--- src/rtl/apb_req_master_pkg.sv ---
// Shared constants and FSM state codes for the APB requester.
// Used by apb_req_master, its bus interface and the optional timeout counter.
package apb_req_master_pkg;

   localparam int ADDR_W             = 32;
   localparam int DATA_W             = 32;
   localparam int DEF_TIMEOUT_CYCLES = 255;
   localparam int TO_CNT_W           = 16;

   typedef logic [1:0] state_t;

   localparam state_t ST_IDLE   = 2'd0;
   localparam state_t ST_SETUP  = 2'd1;
   localparam state_t ST_ACCESS = 2'd2;
   localparam state_t ST_RESP   = 2'd3;

endpackage

--- src/rtl/apb_req_master_if.sv ---
// Command/response channels plus the APB slave-mux bus of apb_req_master.
// Both channels are valid/ready: a beat moves on a rising edge where valid and ready are both high.
interface apb_req_master_if;
   import apb_req_master_pkg::*;

   logic              req_valid;
   logic              req_ready;
   logic              req_write;
   logic [ADDR_W-1:0] req_addr;
   logic [DATA_W-1:0] req_wdata;

   logic              rsp_valid;
   logic              rsp_ready;
   logic [DATA_W-1:0] rsp_rdata;
   logic              rsp_err;

   logic [1:0]        DECODE2BIT;
   logic [ADDR_W-1:0] PADDR;
   logic              PWRITE;
   logic              PSEL;
   logic              PENABLE;
   logic [DATA_W-1:0] PWDATA;
   logic [DATA_W-1:0] PRDATA;
   logic              PREADY;
   logic              PSLVERR;

   modport master (
      input  req_valid, req_write, req_addr, req_wdata, rsp_ready,
      input  PRDATA, PREADY, PSLVERR,
      output req_ready, rsp_valid, rsp_rdata, rsp_err,
      output DECODE2BIT, PADDR, PWRITE, PSEL, PENABLE, PWDATA
   );

   modport slave (
      output req_valid, req_write, req_addr, req_wdata, rsp_ready,
      output PRDATA, PREADY, PSLVERR,
      input  req_ready, rsp_valid, rsp_rdata, rsp_err,
      input  DECODE2BIT, PADDR, PWRITE, PSEL, PENABLE, PWDATA
   );

endinterface

--- src/rtl/apb_req_timeout_cnt.sv ---
// ACCESS wait-state counter; expired is high once LIMIT stalled cycles have been counted.
// Only instantiated when APB_REQ_MASTER_TIMEOUT_EN is defined.
module apb_req_timeout_cnt
   import apb_req_master_pkg::*;
#(
   parameter int LIMIT = DEF_TIMEOUT_CYCLES
) (
   input  logic clk,
   input  logic rst,
   input  logic clr,
   input  logic en,
   output logic expired
);

   logic [TO_CNT_W-1:0] cnt;

   // Holds at the limit so expired stays asserted until the next clear.
   always_ff @(posedge clk) begin
      if (rst || clr) begin
         cnt <= '0;
      end else if (en && !expired) begin
         cnt <= cnt + 1'b1;
      end
   end

   assign expired = (cnt == TO_CNT_W'(LIMIT));

endmodule

--- src/rtl/apb_req_master.sv ---
// Valid/ready command to APB SETUP/ACCESS requester, one transfer in flight.
// Optional ACCESS timeout enabled by defining APB_REQ_MASTER_TIMEOUT_EN.
module apb_req_master
   import apb_req_master_pkg::*;
#(
   parameter int DEC_LSB        = 12,
   parameter int TIMEOUT_CYCLES = DEF_TIMEOUT_CYCLES
) (
   input  logic             PCLK,
   input  logic             PRST,
   apb_req_master_if.master bus,
   output state_t           dbg_state
);

   state_t            state;
   logic [ADDR_W-1:0] paddr_q;
   logic              pwrite_q;
   logic [DATA_W-1:0] pwdata_q;
   logic [1:0]        dec_q;
   logic [DATA_W-1:0] rdata_q;
   logic              err_q;
   logic              to_expired;

`ifdef APB_REQ_MASTER_TIMEOUT_EN
   apb_req_timeout_cnt #(.LIMIT(TIMEOUT_CYCLES)) u_timeout (
      .clk     (PCLK),
      .rst     (PRST),
      .clr     (state == ST_SETUP),
      .en      ((state == ST_ACCESS) && !bus.PREADY),
      .expired (to_expired)
   );
`else
   // No timeout hardware: any legal (non-negative) limit folds this to 0.
   assign to_expired = (TIMEOUT_CYCLES < 0);
`endif

   always_ff @(posedge PCLK) begin
      if (PRST) begin
         state    <= ST_IDLE;
         paddr_q  <= '0;
         pwrite_q <= 1'b0;
         pwdata_q <= '0;
         dec_q    <= '0;
         rdata_q  <= '0;
         err_q    <= 1'b0;
      end else begin
         case (state)
            ST_IDLE: begin
               if (bus.req_valid) begin
                  paddr_q  <= bus.req_addr;
                  pwrite_q <= bus.req_write;
                  pwdata_q <= bus.req_wdata;
                  dec_q    <= bus.req_addr[DEC_LSB+1:DEC_LSB];
                  state    <= ST_SETUP;
               end
            end
            ST_SETUP: state <= ST_ACCESS;
            ST_ACCESS: begin
               // PREADY wins over an expiring count on the same cycle.
               if (bus.PREADY) begin
                  rdata_q <= pwrite_q ? '0 : bus.PRDATA;
                  err_q   <= bus.PSLVERR;
                  state   <= ST_RESP;
               end else if (to_expired) begin
                  rdata_q <= '0;
                  err_q   <= 1'b1;
                  state   <= ST_RESP;
               end
            end
            ST_RESP: begin
               if (bus.rsp_ready) begin
                  state <= ST_IDLE;
               end
            end
            default: state <= ST_IDLE;
         endcase
      end
   end

   assign bus.req_ready  = (state == ST_IDLE);
   assign bus.rsp_valid  = (state == ST_RESP);
   assign bus.rsp_rdata  = rdata_q;
   assign bus.rsp_err    = err_q;
   assign bus.PSEL       = (state == ST_SETUP) || (state == ST_ACCESS);
   assign bus.PENABLE    = (state == ST_ACCESS);
   assign bus.PADDR      = paddr_q;
   assign bus.PWRITE     = pwrite_q;
   assign bus.PWDATA     = pwdata_q;
   assign bus.DECODE2BIT = dec_q;
   assign dbg_state      = state;

endmodule

--- src/flat_wrapper.sv ---
// flat-port wrapper written by rule: the top's interface ports become plain ports
module apb_req_master_flat import apb_req_master_pkg::*;
#(
   parameter int DEC_LSB        = 12,
   parameter int TIMEOUT_CYCLES = DEF_TIMEOUT_CYCLES
)
  (PCLK, PRST, dbg_state, bus_req_valid, bus_req_write, bus_req_addr, bus_req_wdata, bus_rsp_ready, bus_PRDATA, bus_PREADY, bus_PSLVERR, bus_req_ready, bus_rsp_valid, bus_rsp_rdata, bus_rsp_err, bus_DECODE2BIT, bus_PADDR, bus_PWRITE, bus_PSEL, bus_PENABLE, bus_PWDATA);
  apb_req_master_if bus_i ();
  input  logic PCLK;
  input  logic PRST;
  output state_t dbg_state;
  input wire logic [$bits(bus_i.req_valid)-1:0] bus_req_valid;
  input wire logic [$bits(bus_i.req_write)-1:0] bus_req_write;
  input wire logic [$bits(bus_i.req_addr)-1:0] bus_req_addr;
  input wire logic [$bits(bus_i.req_wdata)-1:0] bus_req_wdata;
  input wire logic [$bits(bus_i.rsp_ready)-1:0] bus_rsp_ready;
  input wire logic [$bits(bus_i.PRDATA)-1:0] bus_PRDATA;
  input wire logic [$bits(bus_i.PREADY)-1:0] bus_PREADY;
  input wire logic [$bits(bus_i.PSLVERR)-1:0] bus_PSLVERR;
  output wire logic [$bits(bus_i.req_ready)-1:0] bus_req_ready;
  output wire logic [$bits(bus_i.rsp_valid)-1:0] bus_rsp_valid;
  output wire logic [$bits(bus_i.rsp_rdata)-1:0] bus_rsp_rdata;
  output wire logic [$bits(bus_i.rsp_err)-1:0] bus_rsp_err;
  output wire logic [$bits(bus_i.DECODE2BIT)-1:0] bus_DECODE2BIT;
  output wire logic [$bits(bus_i.PADDR)-1:0] bus_PADDR;
  output wire logic [$bits(bus_i.PWRITE)-1:0] bus_PWRITE;
  output wire logic [$bits(bus_i.PSEL)-1:0] bus_PSEL;
  output wire logic [$bits(bus_i.PENABLE)-1:0] bus_PENABLE;
  output wire logic [$bits(bus_i.PWDATA)-1:0] bus_PWDATA;
  assign bus_i.req_valid = bus_req_valid;
  assign bus_i.req_write = bus_req_write;
  assign bus_i.req_addr = bus_req_addr;
  assign bus_i.req_wdata = bus_req_wdata;
  assign bus_i.rsp_ready = bus_rsp_ready;
  assign bus_i.PRDATA = bus_PRDATA;
  assign bus_i.PREADY = bus_PREADY;
  assign bus_i.PSLVERR = bus_PSLVERR;
  assign bus_req_ready = bus_i.req_ready;
  assign bus_rsp_valid = bus_i.rsp_valid;
  assign bus_rsp_rdata = bus_i.rsp_rdata;
  assign bus_rsp_err = bus_i.rsp_err;
  assign bus_DECODE2BIT = bus_i.DECODE2BIT;
  assign bus_PADDR = bus_i.PADDR;
  assign bus_PWRITE = bus_i.PWRITE;
  assign bus_PSEL = bus_i.PSEL;
  assign bus_PENABLE = bus_i.PENABLE;
  assign bus_PWDATA = bus_i.PWDATA;
  apb_req_master #(.DEC_LSB(DEC_LSB), .TIMEOUT_CYCLES(TIMEOUT_CYCLES)) u_core (.PCLK(PCLK), .PRST(PRST), .bus(bus_i), .dbg_state(dbg_state));
endmodule
--- config.mk ---
export PLATFORM = sky130hd
export DESIGN_NAME = apb_req_master_flat
export DESIGN_NICKNAME = d
export VERILOG_FILES = /design/src/rtl/apb_req_master_pkg.sv /design/src/rtl/apb_req_master_if.sv /design/src/rtl/apb_req_timeout_cnt.sv /design/src/rtl/apb_req_master.sv /design/src/flat_wrapper.sv
export SDC_FILE = /design/constraint.sdc
export NUM_CORES = 1
export LEC_CHECK = 0
export ABC_CLOCK_PERIOD_IN_PS = 1800
export CORE_ASPECT_RATIO = 1.25
export CORE_UTILIZATION = 38
export DETAILED_ROUTE_END_ITERATION = 7
export PLACE_DENSITY = 0.84
export REMOVE_ABC_BUFFERS = 1
export SLEW_MARGIN = 20
export SYNTH_ARGS = -nofsm -noshare
export SYNTH_HDL_FRONTEND = slang
export SYNTH_SLANG_ARGS = --single-unit
--- constraint.sdc ---
create_clock -name PCLK -period 1.8 [get_ports PCLK]
set_input_delay 0.18 -clock PCLK [delete_from_list [all_inputs] [get_ports PCLK]]
set_output_delay 0.18 -clock PCLK [all_outputs]
set_load 0.02 [all_outputs]
==> results by group, run 1 <==
Setup path
  – Data required, critical path: around 1600 ps
  – Crit path capture type: output port
  – Max FO, Critical Path: 5
  – Crit path launch type: flip-flop
  – Setup Crit Path Kind: flip-flop to output port
  – Arr. time, crit path: about 1500 ps

Timing
  – Actual slew at the worst max-slew pin: about 550 ps
  – Final slew viol count: 0
  – F_max: between 500 and 600 MHz
  – Final Hold Fails: 0
  – Slew Limit Headroom: 63.2%
  – Final TNS setup: 0 ps
  – Fin crit period: between 1500 and 2000 ps
  – Period utilization: 95.2%
  – Setup Viol. Count Final: 0
  – RSZ-0062 raised after global routing: false
  – Fin Clk Skew: between 5 and 6 ps

Route
  – Final ANT Viol Nets: 0
  – TritonRoute pass-1 iters: 4
  – Initial drt markers: between 100 and 150
  – Via/cell ratio: approximately 5
  – DR WL/cell: between 10 and 15 µm
  – Routed WL: 10900 µm
  – Drt drc: 0
  – Routed vias: 3870

Synth
  – Cell count after synthesis: 454
  – Ys async rst share: 0%
  – Yosys top cell by area: dfxtp_1
  – Leading post-synthesis cells by cell area: dfxtp_1 (54%), nand2_1 (17%), a21oi_1 (13%), nand4b_1 (7.5%), buf_2 (2.4%)
  – Number of synthesized register bits: 100
  – Ys flop type: dfxtp_1
  – Top cells by count, synth: nand2_1 (167), dfxtp_1 (100), a21oi_1 (98), nand4b_1 (32), buf_2 (18)
  – Post-synthesis sequential area ratio: about 54%
  – EDFF count, synth: 0
  – Synth Cell Area: roughly 3700 µm²
  – Post-synth top area share: a little over half
  – Post-synthesis cell type count: 18
  – Syn Area/Cell: 8.23 µm²
  – Most common cell in the netlist: nand2_1
  – Synth warnings: 0

Job
  – Max-Cap Viols: 0

Floorplanning
  – CORE AREA: a little under 10000 µm²
  – Top-Level Pins: roughly 210
  – DIE WIDTH: between 90 and 100 µm
  – Die height: 113 µm
  – FP Rows: 40
  – Starting Density: between 30% and 40%
  – Die area: 10200 µm²

Placed design
  – Dpl cells: about 760
  – Port bufs: 208
  – GPL Wtd Cong: 0.751
  – Placed Area: a little under 6000 µm²
  – DP Wirelength: ~7700 µm

Clocking
  – Worst-Skew Late Latency: between 300 and 400 ps
  – # H-tree levels: 3
  – Clock Path Buffers: 2
  – TritonCTS clock tree: built
  – Postcts setup bufs: 0
  – CTS Hold Buffers Added: 0
  – Num CTS Buffers: 9
  – Reg clk slew, reported paths: roughly 70 ps
  – CTS Sinks: 100
  – Clock Root Buffer: clkbuf_16

Finish
  – NumNets Final: 748
  – Storage cell area: 2000 µm²
  – Non-filler instance count after layout: ~770
  – FILL cells: about 770
  – Syn-to-layout area delta: 66.4%
  – # diodes: 0
  – Area of the multi-input gates: 1520 µm²
  – Final instance area: a little over 6000 µm²
  – Fin util: 64.7%
  – Layout cells sized above 1: around 4.3%

Power and ir drop
  – Combinational Power Share: between 30% and 40%
  – Sequential share of power: 36.4%
  – Clock Power Share: between 20% and 30%
  – Switching power: 2.38 mW
  – Pleak: 2.22 nW
  – Net Sw Frac: a little under a third
  – Internal: ~5.2 mW
  – IR drop worst, VDD: a little under 0.0006 V
  – Cell Pwr Density: 1220 nW/µm²

GRT
  – First-pass GRT wire length: ~18000 µm
  – Largest net degree at the start of global routing: 66
  – Vias in the first global route: about 3700
  – Overall Global Routing Usage: a little over a fifth
  – GRT Residual Overflow: 0
  – Initial antenna violation count: 0

Outcome
  – Run status: finished, final reports clean

Hold path
  – Hold WC Path Type: primary input to flip-flop
## repair_timing
item / CTS / global route
setup endpoints to repair: 3 / 0
gates resized for setup: 4 / 0
endpoints found under the hold margin: 0 / 0
## final timing paths
path	startpoint	endpoint	slack [ps]	cells after the start
worst max-delay path	u_core.dbg_state[1]	bus_rsp_valid	90	2
worst min-delay path	PRST	u_core.bus.PWDATA[19]	280	3
worst max register to register	u_core.dbg_state[0]	u_core.dbg_state[0]	170	5
worst min register to register	u_core.bus.rsp_rdata[17]	u_core.bus.rsp_rdata[17]	450	2
## routing by layer
layer  share of wire [%]  vias up  global-route usage [%]
li1                    -     1874                       -
met1                  40     1810                    23.7
met2                  50      169                    37.4
met3                 8.4       17                    6.52
met4                 2.0        0                    8.92
met5                   0        -                       0
## layout by cell type, fill, tap and decap left out, types with 2 or more instances in the layout
| master | Yosys | final |
|---|---|---|
| buf_12 | 0 | 3 |
| bufinv_16 | 0 | 3 |
| ha_1 | 4 | 3 |
| clkbuf_16 | 0 | 9 |
| inv_1 | 3 | 3 |
| dfxtp_1 | 100 | 100 |
| nand2_1 | 167 | 166 |
| a21oi_1 | 98 | 98 |
| clkbuf_8 | 0 | 2 |
| nor2b_1 | 3 | 3 |
| dlygate4sd2_1 | 0 | 3 |
| nand4b_1 | 32 | 32 |
| buf_4 | 8 | 6 |
| clkdlybuf4s50_1 | 0 | 204 |
## area by class of cell
cell class,instances,area share (%)
timing repair buffer,217,35.0
clock inverter,4,1.53
clock buffer,12,4.13
multi-input combinational,310,24.4
sequential,100,32.2
inverter,3,0.181
tap,126,2.54
## registers in the layout (all words and copies together), names as in the netlist
register	cells
u_core.bus.PADDR	32
u_core.bus.PWRITE	1
u_core.dbg_state	2
u_core.bus.PWDATA	32
u_core.bus.rsp_err	1
u_core.bus.rsp_rdata	32
## power groups by stage
stage / logic, mW / registers (mW) / clock network [mW]
2_1_floorplan: 0.770 / 3.25 / 0
3_3_place_gp: 2.55 / 2.78 / 0
3_5_place_dp: 2.61 / 2.80 / 0
4_1_cts: 2.60 / 2.76 / 2.28
5_1_grt: 2.78 / 2.79 / 2.38
6_report: 2.58 / 2.75 / 2.23
## cells by family after synthesis
kind of cell / share of synthesized area [%]
multiplexers: 0.268
AO/OA/AOI/OAI: 13.4
AND/OR/NAND/NOR: 25.4
adder cells (fa/ha/maj): 1.34
buffers and inverters: 6.03
flip-flops: 53.6
## metrics by stage
stage / power, mW / hold WS [ps] / setup slack (ps)
finish: 7.57 / 281 / 85.7
global route: 7.96 / 286 / 45.1
CTS: 7.63 / 281 / 71.6
detailed placement: 5.41 / 444 / 184
global placement: 5.33 / 437 / 245
floorplan: 4.02 / 249 / -682
## critical path, cell delays in order, from the launching register on
cell	delay (ps)
dfxtp_1	400
ha_1	200
clkdlybuf4s50_1	600
Note: power is estimated with default switching activity, not from simulation.
==> run 2, diff against run 1 <==
- CELL_PAD_IN_SITES_DETAIL_PLACEMENT: unset -> 1
- CELL_PAD_IN_SITES_GLOBAL_PLACEMENT: unset -> 1
- CORE_UTILIZATION: 38 -> 26
==> run 2 against run 1 <==
  * Largest power group unchanged
  * First-iteration DRC count shrank 8.0%
  * Critical path depth grew 1
  * Clock power shrank 6%
  * Clock-buffer cell count shrank 2
  * Combinational power grew 3%
  * Highest routed layer unchanged
==> results by group, run 2 (synthesis gave the netlist of run 1 again) <==
Timing
  – Fin crit period: approximately 1700 ps
  – Setup Viol. Count Final: 0
  – Final slew viol count: 0
  – Period utilization: roughly 94%
  – RSZ-0062 raised after global routing: false
  – F_max: around 590 MHz
  – Final Hold Fails: 0
  – Final TNS setup: 0 ps
  – Setup WS post-layout: roughly 100 ps
  – Fin Clk Skew: 8.33 ps
  – Hold Slack: between 200 and 300 ps
  – Slew Limit Headroom: around two thirds
  – Actual slew at the worst max-slew pin: 501 ps

Setup path
  – Crit path capture type: output port
  – Max FO, Critical Path: 6
  – Arr. time, crit path: approximately 1500 ps
  – Crit. Startpoint: u_core.dbg_state[0]
  – R2R Path Start: u_core.dbg_state[0]
  – Reg-to-reg critical path endpoint: u_core.dbg_state[0]
  – R2R setup slack: around 150 ps
  – Setup Crit Path Kind: flip-flop to output port
  – R2R cell count: 5
  – Crit path launch type: flip-flop
  – Data required, critical path: 1620 ps

Finish
  – Most frequent cells in the layout: clkdlybuf4s50_1 (203), nand2_1 (166), dfxtp_1 (100)
  – Most common cell after layout, fill and taps aside: clkdlybuf4s50_1
  – # diodes: 0
  – Area of the multi-input gates: roughly 1500 µm²
  – Non-filler instance count after layout: 825
  – NumNets Final: ~750
  – Storage cell area: 2000 µm²
  – Layout cells sized above 1: just under 5%
  – Syn-to-layout area delta: 68.5%
  – FILL cells: 1648

Route
  – Initial drt markers: 126
  – Routed WL: 13000 µm
  – Drt drc: 0
  – TritonRoute pass-1 iters: 4
  – Final ANT Viol Nets: 0
  – Routed vias: approximately 3900
  – Via/cell ratio: 4.77
  – DR WL/cell: 15.7 µm

Placed design
  – DP Wirelength: 9590 µm
  – GPL Wtd Cong: 0.754
  – Worst slack, placed: between 100 and 150 ps
  – Port bufs: roughly 210
  – Dpl cells: a little over 800

Clocking
  – Num CTS Buffers: 9
  – Clock Path Buffers: 2
  – CTS Sinks: 100
  – Postcts setup bufs: 0
  – Clock Root Buffer: clkbuf_16
  – TritonCTS clock tree: built
  – Worst-Skew Late Latency: 330 ps
  – # H-tree levels: 3
  – Reg clk slew, reported paths: ~70 ps
  – CTS Hold Buffers Added: 0

Floorplanning
  – DIE WIDTH: 109 µm
  – Starting Density: a little over a quarter
  – Die height: between 100 and 150 µm
  – Die area: between 10000 and 15000 µm²
  – Top-Level Pins: between 200 and 250
  – FP Rows: 48
  – CORE AREA: approximately 14000 µm²

GRT
  – Largest net degree at the start of global routing: 49
  – Overall Global Routing Usage: about 17%
  – GRT Residual Overflow: 0
  – Initial antenna violation count: 0
  – First-pass GRT wire length: 20000 µm
  – Vias in the first global route: slightly above 4000

Power and ir drop
  – Cell Pwr Density: 1190 nW/µm²
  – IR drop worst, VDD: 0.000454 V
  – Pleak: between 2 and 2.5 nW
  – Total power: between 7 and 8 mW

Hold path
  – WHS Path Cells: 2
  – WHS Endpoint: u_core.bus.PADDR[25]
  – Hold WC Path Type: primary input to flip-flop
  – Hold Startpoint: PRST

Outcome
  – Run status: finished, final reports clean

Job
  – Max-Cap Viols: 0
run 2: cell types whose count changed in the layout (fill, tap and decap cells not counted):
| cell | delta |
|---|---|
| buf_12 | +1 |
| clkinv_4 | +2 |
| clkbuf_8 | -1 |
| clkinv_2 | +1 |
| buf_2 | -1 |
| buf_4 | +4 |
| dlymetal6s2s_1 | +1 |
| ha_1 | +1 |
| clkbuf_1 | -1 |
| clkdlybuf4s50_1 | -1 |
| ha_2 | -1 |
| bufinv_16 | -1 |
run 2: worst max path at each step:
stage                                    end  slack [ps]
after detailed placement         bus_PENABLE         140
after global routing             bus_PENABLE          20
after floorplan           u_core.bus.rsp_err        -680
final                            bus_PENABLE         100
after global placement           bus_PENABLE         190
after CTS                      bus_rsp_valid           4
run 2: report_power, final:
group	internal (mW)	total [mW]	switching, mW	leakage, nW
Combinational	1.21	2.65	1.44	1.28
Sequential	2.57	2.76	0.196	0.816
Clock	1.26	2.09	0.831	0.162
Total	5.03	7.50	2.47	2.26
run 2: per-layer routing:
metal  global-route usage, %  part of all wire [%]  vias up
li1                        -                     -     1882
met1                    17.6                    38     1874
met2                    32.4                    52      166
met3                    5.85                   9.3       13
met4                    5.63                   1.3        0
met5                       0                     0        -
run 2: metrics by stage:
step	area (µm²)	utilization, %
after detailed placement	5970	42.9
after CTS	6300	45.2
after floorplan	3520	-
after global placement	5970	42.9
final	6300	45.2
after global routing	6300	45.2
run 2: cell type report:
| cell class | count | area share (%) |
|---|---|---|
| sequential | 100 | 31.8 |
| tap | 175 | 3.48 |
| inverter | 3 | 0.179 |
| multi-input combinational | 310 | 24.0 |
| timing repair buffer | 221 | 35.3 |
| clock buffer | 10 | 3.79 |
| clock inverter | 6 | 1.39 |
run 2: worst max-delay path, stage by stage, from the launching register on:
cell and delay, ps:
dfxtp_1 350, inv_1 130, ha_1 320, dlygate4sd2_1 390
run 2: repair_timing:
item / in CTS / in global routing
endpoints found under the setup margin: 3 / 1
resized for setup: 3 / 1
endpoints found under the hold margin: 0 / 0
